`config.mk`:
```
export PLATFORM = sky130hd
export DESIGN_NAME = rv32_regfile_mp
export DESIGN_NICKNAME = d
export VERILOG_FILES = /design/src/rtl/rv32_regfile_mp.sv
export SDC_FILE = /design/constraint.sdc
export NUM_CORES = 2
export LEC_CHECK = 0
export CORE_MARGIN = 2
export CORE_UTILIZATION = 47
export CTS_CLUSTER_SIZE = 40
export DETAILED_ROUTE_END_ITERATION = 7
export GPL_TIMING_DRIVEN = 0
export PLACE_DENSITY = 0.68
export REMOVE_ABC_BUFFERS = 1
export SLEW_MARGIN = 15
export SYNTH_ARGS = -nofsm -noshare
export SYNTH_HDL_FRONTEND = slang
export SYNTH_SLANG_ARGS = --single-unit
```
`constraint.sdc`:
```
create_clock -name clk_i -period 2.4 [get_ports clk_i]
set_clock_uncertainty 0.05 [all_clocks]
set_input_delay 0.36 -clock clk_i [delete_from_list [all_inputs] [get_ports clk_i]]
set_output_delay 0.36 -clock clk_i [all_outputs]
set_load 0.05 [all_outputs]
```
`src/rtl/rv32_regfile_mp.sv`:
```
// Multi-port RV32 register file: 2 write ports, NRP combinational read ports, pending scoreboard.
// Optional same-cycle write-to-read bypass is enabled by defining RV32_REGFILE_BYPASS_EN.
module rv32_regfile_mp #(
    parameter int unsigned XLEN  = 32,
    parameter int unsigned NREGS = 32,
    parameter int unsigned NRP   = 2,
    localparam int unsigned AW   = $clog2(NREGS)
) (
    input  logic                clk_i,
    input  logic                rst_n_i,
    input  logic [1:0]          we_i,
    input  logic [2*AW-1:0]     rd_addr_i,
    input  logic [2*XLEN-1:0]   val_rd_i,
    input  logic [NRP*AW-1:0]   rs_addr_i,
    output logic [NRP*XLEN-1:0] val_rs_o,
    output logic [NRP-1:0]      busy_o,
    input  logic                issue_i,
    input  logic [AW-1:0]       issue_addr_i,
    input  logic                flush_i
);

    logic [XLEN-1:0]  r_regs [NREGS];
    logic [NREGS-1:0] r_pend;
    logic [NREGS-1:0] w_pend_d;

    logic [AW-1:0]    w_waddr [2];
    logic [XLEN-1:0]  w_wdata [2];
    logic [1:0]       w_wact;

    // Writes to x0 are never active, so x0 keeps its reset value forever.
    for (genvar p = 0; p < 2; p++) begin : g_wport
        assign w_waddr[p] = rd_addr_i[p*AW +: AW];
        assign w_wdata[p] = val_rd_i[p*XLEN +: XLEN];
        assign w_wact[p]  = we_i[p] && (w_waddr[p] != '0);
    end

    for (genvar g = 0; g < NREGS; g++) begin : g_reg
        always_ff @(posedge clk_i or negedge rst_n_i) begin
            if (!rst_n_i) begin
                r_regs[g] <= '0;
            end else if (w_wact[1] && (w_waddr[1] == AW'(g))) begin
                r_regs[g] <= w_wdata[1];
            end else if (w_wact[0] && (w_waddr[0] == AW'(g))) begin
                r_regs[g] <= w_wdata[0];
            end
        end
    end

    // Issue overrides a same-edge write clear; flush overrides everything.
    always_comb begin
        w_pend_d = r_pend;
        for (int unsigned i = 1; i < NREGS; i++) begin
            if (w_wact[0] && (w_waddr[0] == AW'(i))) begin
                w_pend_d[i] = 1'b0;
            end
            if (w_wact[1] && (w_waddr[1] == AW'(i))) begin
                w_pend_d[i] = 1'b0;
            end
            if (issue_i && (issue_addr_i == AW'(i))) begin
                w_pend_d[i] = 1'b1;
            end
        end
        w_pend_d[0] = 1'b0;
        if (flush_i) begin
            w_pend_d = '0;
        end
    end

    always_ff @(posedge clk_i or negedge rst_n_i) begin
        if (!rst_n_i) begin
            r_pend <= '0;
        end else begin
            r_pend <= w_pend_d;
        end
    end

    for (genvar k = 0; k < NRP; k++) begin : g_rport
        logic [AW-1:0]   w_raddr;
        logic [XLEN-1:0] w_rval;
        logic            w_rbusy;

        assign w_raddr = rs_addr_i[k*AW +: AW];

        always_comb begin
            w_rval  = r_regs[w_raddr];
            w_rbusy = r_pend[w_raddr];
`ifdef RV32_REGFILE_BYPASS_EN
            if (w_wact[1] && (w_waddr[1] == w_raddr)) begin
                w_rval  = w_wdata[1];
                w_rbusy = 1'b0;
            end else if (w_wact[0] && (w_waddr[0] == w_raddr)) begin
                w_rval  = w_wdata[0];
                w_rbusy = 1'b0;
            end
`endif
        end

        // Gate with reset so a bypassed write cannot leak out while reset is held.
        assign val_rs_o[k*XLEN +: XLEN] = rst_n_i ? w_rval : '0;
        assign busy_o[k]                = rst_n_i & w_rbusy;
    end

endmodule

```
## Yosys cells after proc, flatten, opt, wreduce, memory -nomap -nowiden

Cells that the tools add are included.

| word-level totals | value |
|---|---|
| input port bits | 95 |
| register bits | 1,056 |
| output and inout bits | 66 |
| word-level logic and storage cells | 499 |

| operators by class | value |
|---|---|
| reductions and logical operators | 164 |
| equal/unequal tests | 93 |
| bitwise gates (word level) | 4 |
| mux-type cells | 170 |
| order comparisons | 4 |

Operators with widths:

| cell | number |
|---|---|
| 32-bit two-way mux | 71 |
| 32-bit binary-select mux with 5-bit select | 2 |
| 5-bit equality test (second input constant) | 48 |
| 4-bit nonzero test | 31 |
| 5-bit by 4-bit equality test with 1-bit output (second input constant) | 24 |
| 1-bit logical AND | 97 |
| 1-bit two-way mux | 95 |
| 2-bit nonzero test | 32 |
| 5-bit by 3-bit equality test with 1-bit output (second input constant) | 12 |
| 5-bit by 2-bit equality test with 1-bit output (second input constant) | 6 |
| 5-bit by 1-bit equality test with 1-bit output (second input constant) | 3 |
| 6-bit >= comparator (second input constant) | 2 |
| 5-bit by 6-bit less-than comparator with 1-bit output (second input constant) | 2 |
| 5-bit inverter with 6-bit output | 2 |
| 1-bit binary-select mux with 5-bit select | 2 |
| 5-bit logical NOT | 2 |
| 5-bit nonzero test | 2 |
| 1-bit AND | 2 |

## Depth between registers and ports, before layout

| depth | value |
|---|---|
| depth in word-level cells | 7 |
| depth in mapped cells | 8 |
| gate-level depth less buffers | 4 |

## Least setup slack after synthesis

OpenSTA, ideal clock, no wires.

| timing path | value |
|---|---|
| path type | input port to output port |
| from | in rs_addr_i[7] |
| to | out busy_o[1] |
| path buffers | 4 |
| stages | 7 |
| required time | 1,990 ps |
| path slack | -648 ps |
| arrival time | 2,638 ps |
| cells stage by stage | buf_2 buf_4 buf_4 buf_2 o211ai_1 o2111ai_1 a311oi_1 |

| on the way | value |
|---|---|
| cells in the longest elaborated chain, start to end | 3 |

Ends and longest elaborated chain:

| item | RTL line | source |
|---|---|---|
| start, declared | 14 | `input logic [NRP*AW-1:0] rs_addr_i,` |
| 1-bit binary-select mux with 5-bit select | 86 | `w_rbusy = r_pend[w_raddr];` |
| 1-bit two-way mux (not written as such) | 86 |  |
| 1-bit AND | 100 | `assign busy_o[k] = rst_n_i & w_rbusy;` |
| end, declared | 16 | `output logic [NRP-1:0] busy_o,` |

Every way passes these cells. The select of a mux whose other input is x is not followed.

## Final worst setup path

| timing path | value |
|---|---|
| from | reg r_regs[358] (netlist name) |
| to | out val_rs_o[38] |

| on the way | value |
|---|---|
| cells in the longest elaborated chain, start to end | 4 |

Ends and longest elaborated chain:

| item | RTL line | source |
|---|---|---|
| start, declared | 22 | `logic [XLEN-1:0] r_regs [NREGS];` |
| start signal, assigned by index | 42 | `r_regs[g] <= w_wdata[1];` |
| start signal, assigned by index | 44 | `r_regs[g] <= w_wdata[0];` |
| 32-bit binary-select mux with 5-bit select | 85 | `w_rval = r_regs[w_raddr];` |
| 32-bit two-way mux (not written as such) (2 in series) | 85 |  |
| 32-bit two-way mux | 99 | `assign val_rs_o[k*XLEN +: XLEN] = rst_n_i ? w_rval : '0;` |
| end, declared | 15 | `output logic [NRP*XLEN-1:0] val_rs_o,` |

Every way passes these cells. The select of a mux whose other input is x is not followed.

==> summary.txt <==
Outcome
  • Outcome: complete, but fails checks
  • Violations in the final reports: design-rule violations, negative hold slack, negative setup slack

Synth
  • Yosys synthesis warning count: 0
  • Adder and majority cell fraction of the synthesized area: 0%
  • Count leader, synth: sky130_fd_sc_hd__mux2i_1
  • Per-instance average area after synthesis: 10.7 µm²
  • Top-area cell type share of the netlist area: 40.0%
  • Multiplexer share of the synthesized area: 34.6%
  • Share of synthesized cell area in and, or, nand and nor gates: 7.80%
  • Synth Area in Compound Gates: 11.7%
  • Post-synth top cells: 1,091 x sky130_fd_sc_hd__mux2i_1, 1,055 x sky130_fd_sc_hd__dfrtp_1, 687 x sky130_fd_sc_hd__nor2_1, 610 x sky130_fd_sc_hd__a21oi_1, 503 x sky130_fd_sc_hd__nand2_1
  • Number of enable flip-flop cells after synthesis: 0
  • Top post-synthesis cells by area: sky130_fd_sc_hd__dfrtp_1 40%, sky130_fd_sc_hd__mux2i_1 17%, sky130_fd_sc_hd__mux4_2 16%
  • Ys async rst share: 100%
  • Combinational family with the most area after synthesis: multiplexers
  • Part of the Yosys area used for sequential elements: 40.0%
  • Post-Syn Instances: 6,149
  • Flip-flop cell with the highest count after synthesis: sky130_fd_sc_hd__dfrtp_1
  • Number of distinct library cell variants in the gate-level netlist after synthesis: 56
  • Share of the synthesized netlist area taken by xor and xnor gates: 0%
  • Yosys reg bits: 1,055
  • Synth area leader: sky130_fd_sc_hd__dfrtp_1
  • Netlist area before placement: 65,900 µm²

GRT
  • GRT Overall Usage: 37.7%
  • Via count of the first global-routing pass: 56,352
  • Antenna violations before repair: 14
  • Global-route wire length before repair: 391 mm
  • Largest net degree at the start of global routing: 121
  • Overflow left after global routing: 0

Placed design
  • Standard cell area after detailed placement: 70,600 µm²
  • Post-Place Worst Slack: -2.74 ns
  • Weighted congestion reported at the end of routability-driven placement: 0.807
  • Post-detail-place hpwl: 155 mm
  • I/O Buffers: 160

Drt
  • Number of DRC markers after the initial detailed-route iteration: 9,308
  • Routed length on met1: 93.2 mm
  • Routed length on met3: 41.3 mm
  • Routed length per placed instance: 34.6 µm
  • # DRC: 38
  • Highest Signal Layer: met5
  • Iteration count of the initial detailed-routing pass: 8
  • Via count: 57,225
  • Ratio of routed vias to standard cells: 7.13
  • Final routed wirelength across all metal layers: 278 mm
  • Routed wire length on met2: 118 mm
  • Post-DRT Antenna Nets: 0

Power and ir drop
  • Internal Dissipation: 42.1 mW
  • Clock group share of total power: 30.0%
  • Leakage component of the power: 34.4 nW
  • Sw Pwr: 20.6 mW
  • Total power divided by cell area: 783 nW/µm²
  • Switching share of power: 32.9%
  • Maximum vdd drop: 0.662 mV
  • Gate power share: 28.2%
  • Proportion of power drawn by flip-flops and latches: 41.7%

Clock tree
  • CTS clk-pin slew, worst paths: 0.07 ns
  • Number of buffers added by the clock tree synthesis step: 115
  • Clock Tree Buf Depth: 3
  • TritonCTS clock tree: done
  • Worst skew pair latency: 0.74 ns
  • Maximum level of the CTS H-tree: 3
  • Count of clock tree sinks: 1,055
  • Clock root buffer master: sky130_fd_sc_hd__clkbuf_16

STA
  • Actual transition at the worst max-transition pin: 1.35 ns
  • Unrepaired setup endpoints after global routing: true
  • F_max: 332 MHz
  • Tcrit/Tclk final: 125%
  • Final-report setup violation count: 99
  • Setup TNS: -31.17 ns
  • Slack of the critical path: -0.610 ns
  • Tightest slew margin relative to the limit: 9.54%
  • Count of final hold-check violations: 16
  • Min Hold Slack: -0.0467 ns
  • Pins over their slew limit: 0
  • Min Clock Period, post-route: 3.01 ns

Layout
  • Final net count: 6,140
  • Layout overhead on the synthesized area: 21.5%
  • Design Area, Final: 80,100 µm²
  • Fraction of final layout cells sized beyond drive strength 1: 24.8%

Critical path
  • Crit Path Class: register to primary output
  • Critical path arrival: 2.60 ns
  • Worst R2R Start: r_regs[940]
  • Launch point of the worst path: r_regs[358]
  • Startpoint type of the worst setup path: register
  • Worst Setup End Kind: primary output
  • Critical path required time: 1.99 ns
  • CP max FO: 3
  • Worst Reg-to-Reg Cells: 3

Flow run
  • Max-cap violations: 0

Die
  • Core region area: 139,000 µm²
  • Die outline height: 379 µm
  • Number of standard-cell rows in the floorplan: 137
  • Die X-Extent: 379 µm
  • Effective utilization at floorplan: 47.3%
  • Floorplan die area: 143,000 µm²
  • IO Pins: 161

Worst hold path
  • Worst min path class: primary input to asynchronous set/reset pin
==> power by group through the flow <==
stage                     combinational (mW)  sequential (mW)  clock (mW)
final                                   17.7             26.2        18.8
after global routing                    18.8             26.5        19.5
after CTS                               16.6             25.8        18.8
after detailed placement                14.9             26.0           0
after global placement                  15.4             25.9           0
after floorplan                         10.4             24.9           0
==> cell type report <==
| type | count | area, µm² |
|---|---|---|
| fillers | 10741 | 59300 |
| multi-input cells | 4310 | 38400 |
| flip-flops and latches | 1055 | 26400 |
| repair buffers | 543 | 8910 |
| clock buffers | 169 | 3370 |
| well taps | 1876 | 2350 |
| clock inverters | 44 | 532 |
| inverters | 20 | 95.1 |
| diodes | 7 | 17.5 |
==> sequential cells by signal, summed over array words and instances, names as in the netlist <==
name    flops
r_pend     31
r_regs   1024
==> kinds of logic after synthesis <==
| family | count (synthesis) |
|---|---|
| AOI/OAI and AO/OA | 1349 |
| DFF | 1055 |
| buffers and inverters | 787 |
| and+or+nand+nor | 1275 |
| muxes | 1683 |
==> cell usage in the layout, fill, tap and decap left out, drive strengths merged, types with 3 or more instances in the layout <==
master and instances:
diode 7, a2bb2oi 20, a31oi 96, nor2b 11
dlygate4sd3 17, a32oi 11, dfrtp 1055, clkdlybuf4s50 32
clkinv 22, clkinvlp 7, o21ai 391, a21oi 610
nand2 506, mux2i 1091, nand4b 4, a32o 4
mux4 460, nand2b 11, nor2 702, mux2 132
and4bb 4, and2 9, o22ai 14, buf 453
a221oi 35, or2 8, dlymetal6s2s 3, bufinv 10
o2111ai 31, nand3b 4, inv 25, bufbuf 36
a22oi 68, clkbuf 170, and3 4, o221ai 64
==> per-layer routing <==
layer | vias up | GRT usage, %
li1 | 22380 | -
met1 | 28144 | 46.2
met2 | 5069 | 54.4
met3 | 1626 | 13.9
met4 | 6 | 27.9
met5 | - | 0.377
==> per-stage QoR <==
step / total power [mW] / utilization, % / instances
2_1_floorplan: 35.3 / - / 5382
3_3_place_gp: 41.3 / 47.4 / 7418
3_5_place_dp: 40.9 / 50.7 / 7580
4_1_cts: 61.1 / 56.6 / 7935
5_1_grt: 64.9 / 57.5 / 8020
6_report: 62.7 / 57.5 / 8024
==> final timing paths <==
kind | to | slack, ns
min in group clk_i | r_pend[23] | 0.08
max in group asynchronous | r_regs[940] | 0.80
max | val_rs_o[38] | -0.61
max reg2reg | r_regs[940] | 1.28
min | r_regs[836] | -0.05
min reg2reg | r_regs[1018] | 0.35
==> worst max-delay path, stage by stage (launching register included) <==
cell and delay [ns]:
sky130_fd_sc_hd__dfrtp_1 0.45, sky130_fd_sc_hd__mux4_2 0.53, sky130_fd_sc_hd__a22oi_1 0.47, sky130_fd_sc_hd__a31oi_2 0.19, sky130_fd_sc_hd__buf_6 0.20
==> repair_timing <==
action,in CTS,in global routing
hold endpoints to repair,193,7
hold buffers,19,7
pin swaps,52,41
setup buffers,78,73
gates cloned,45,2
setup endpoints to repair,474,354
resized for setup,787,107
Note: power is estimated with default switching activity, not from simulation.
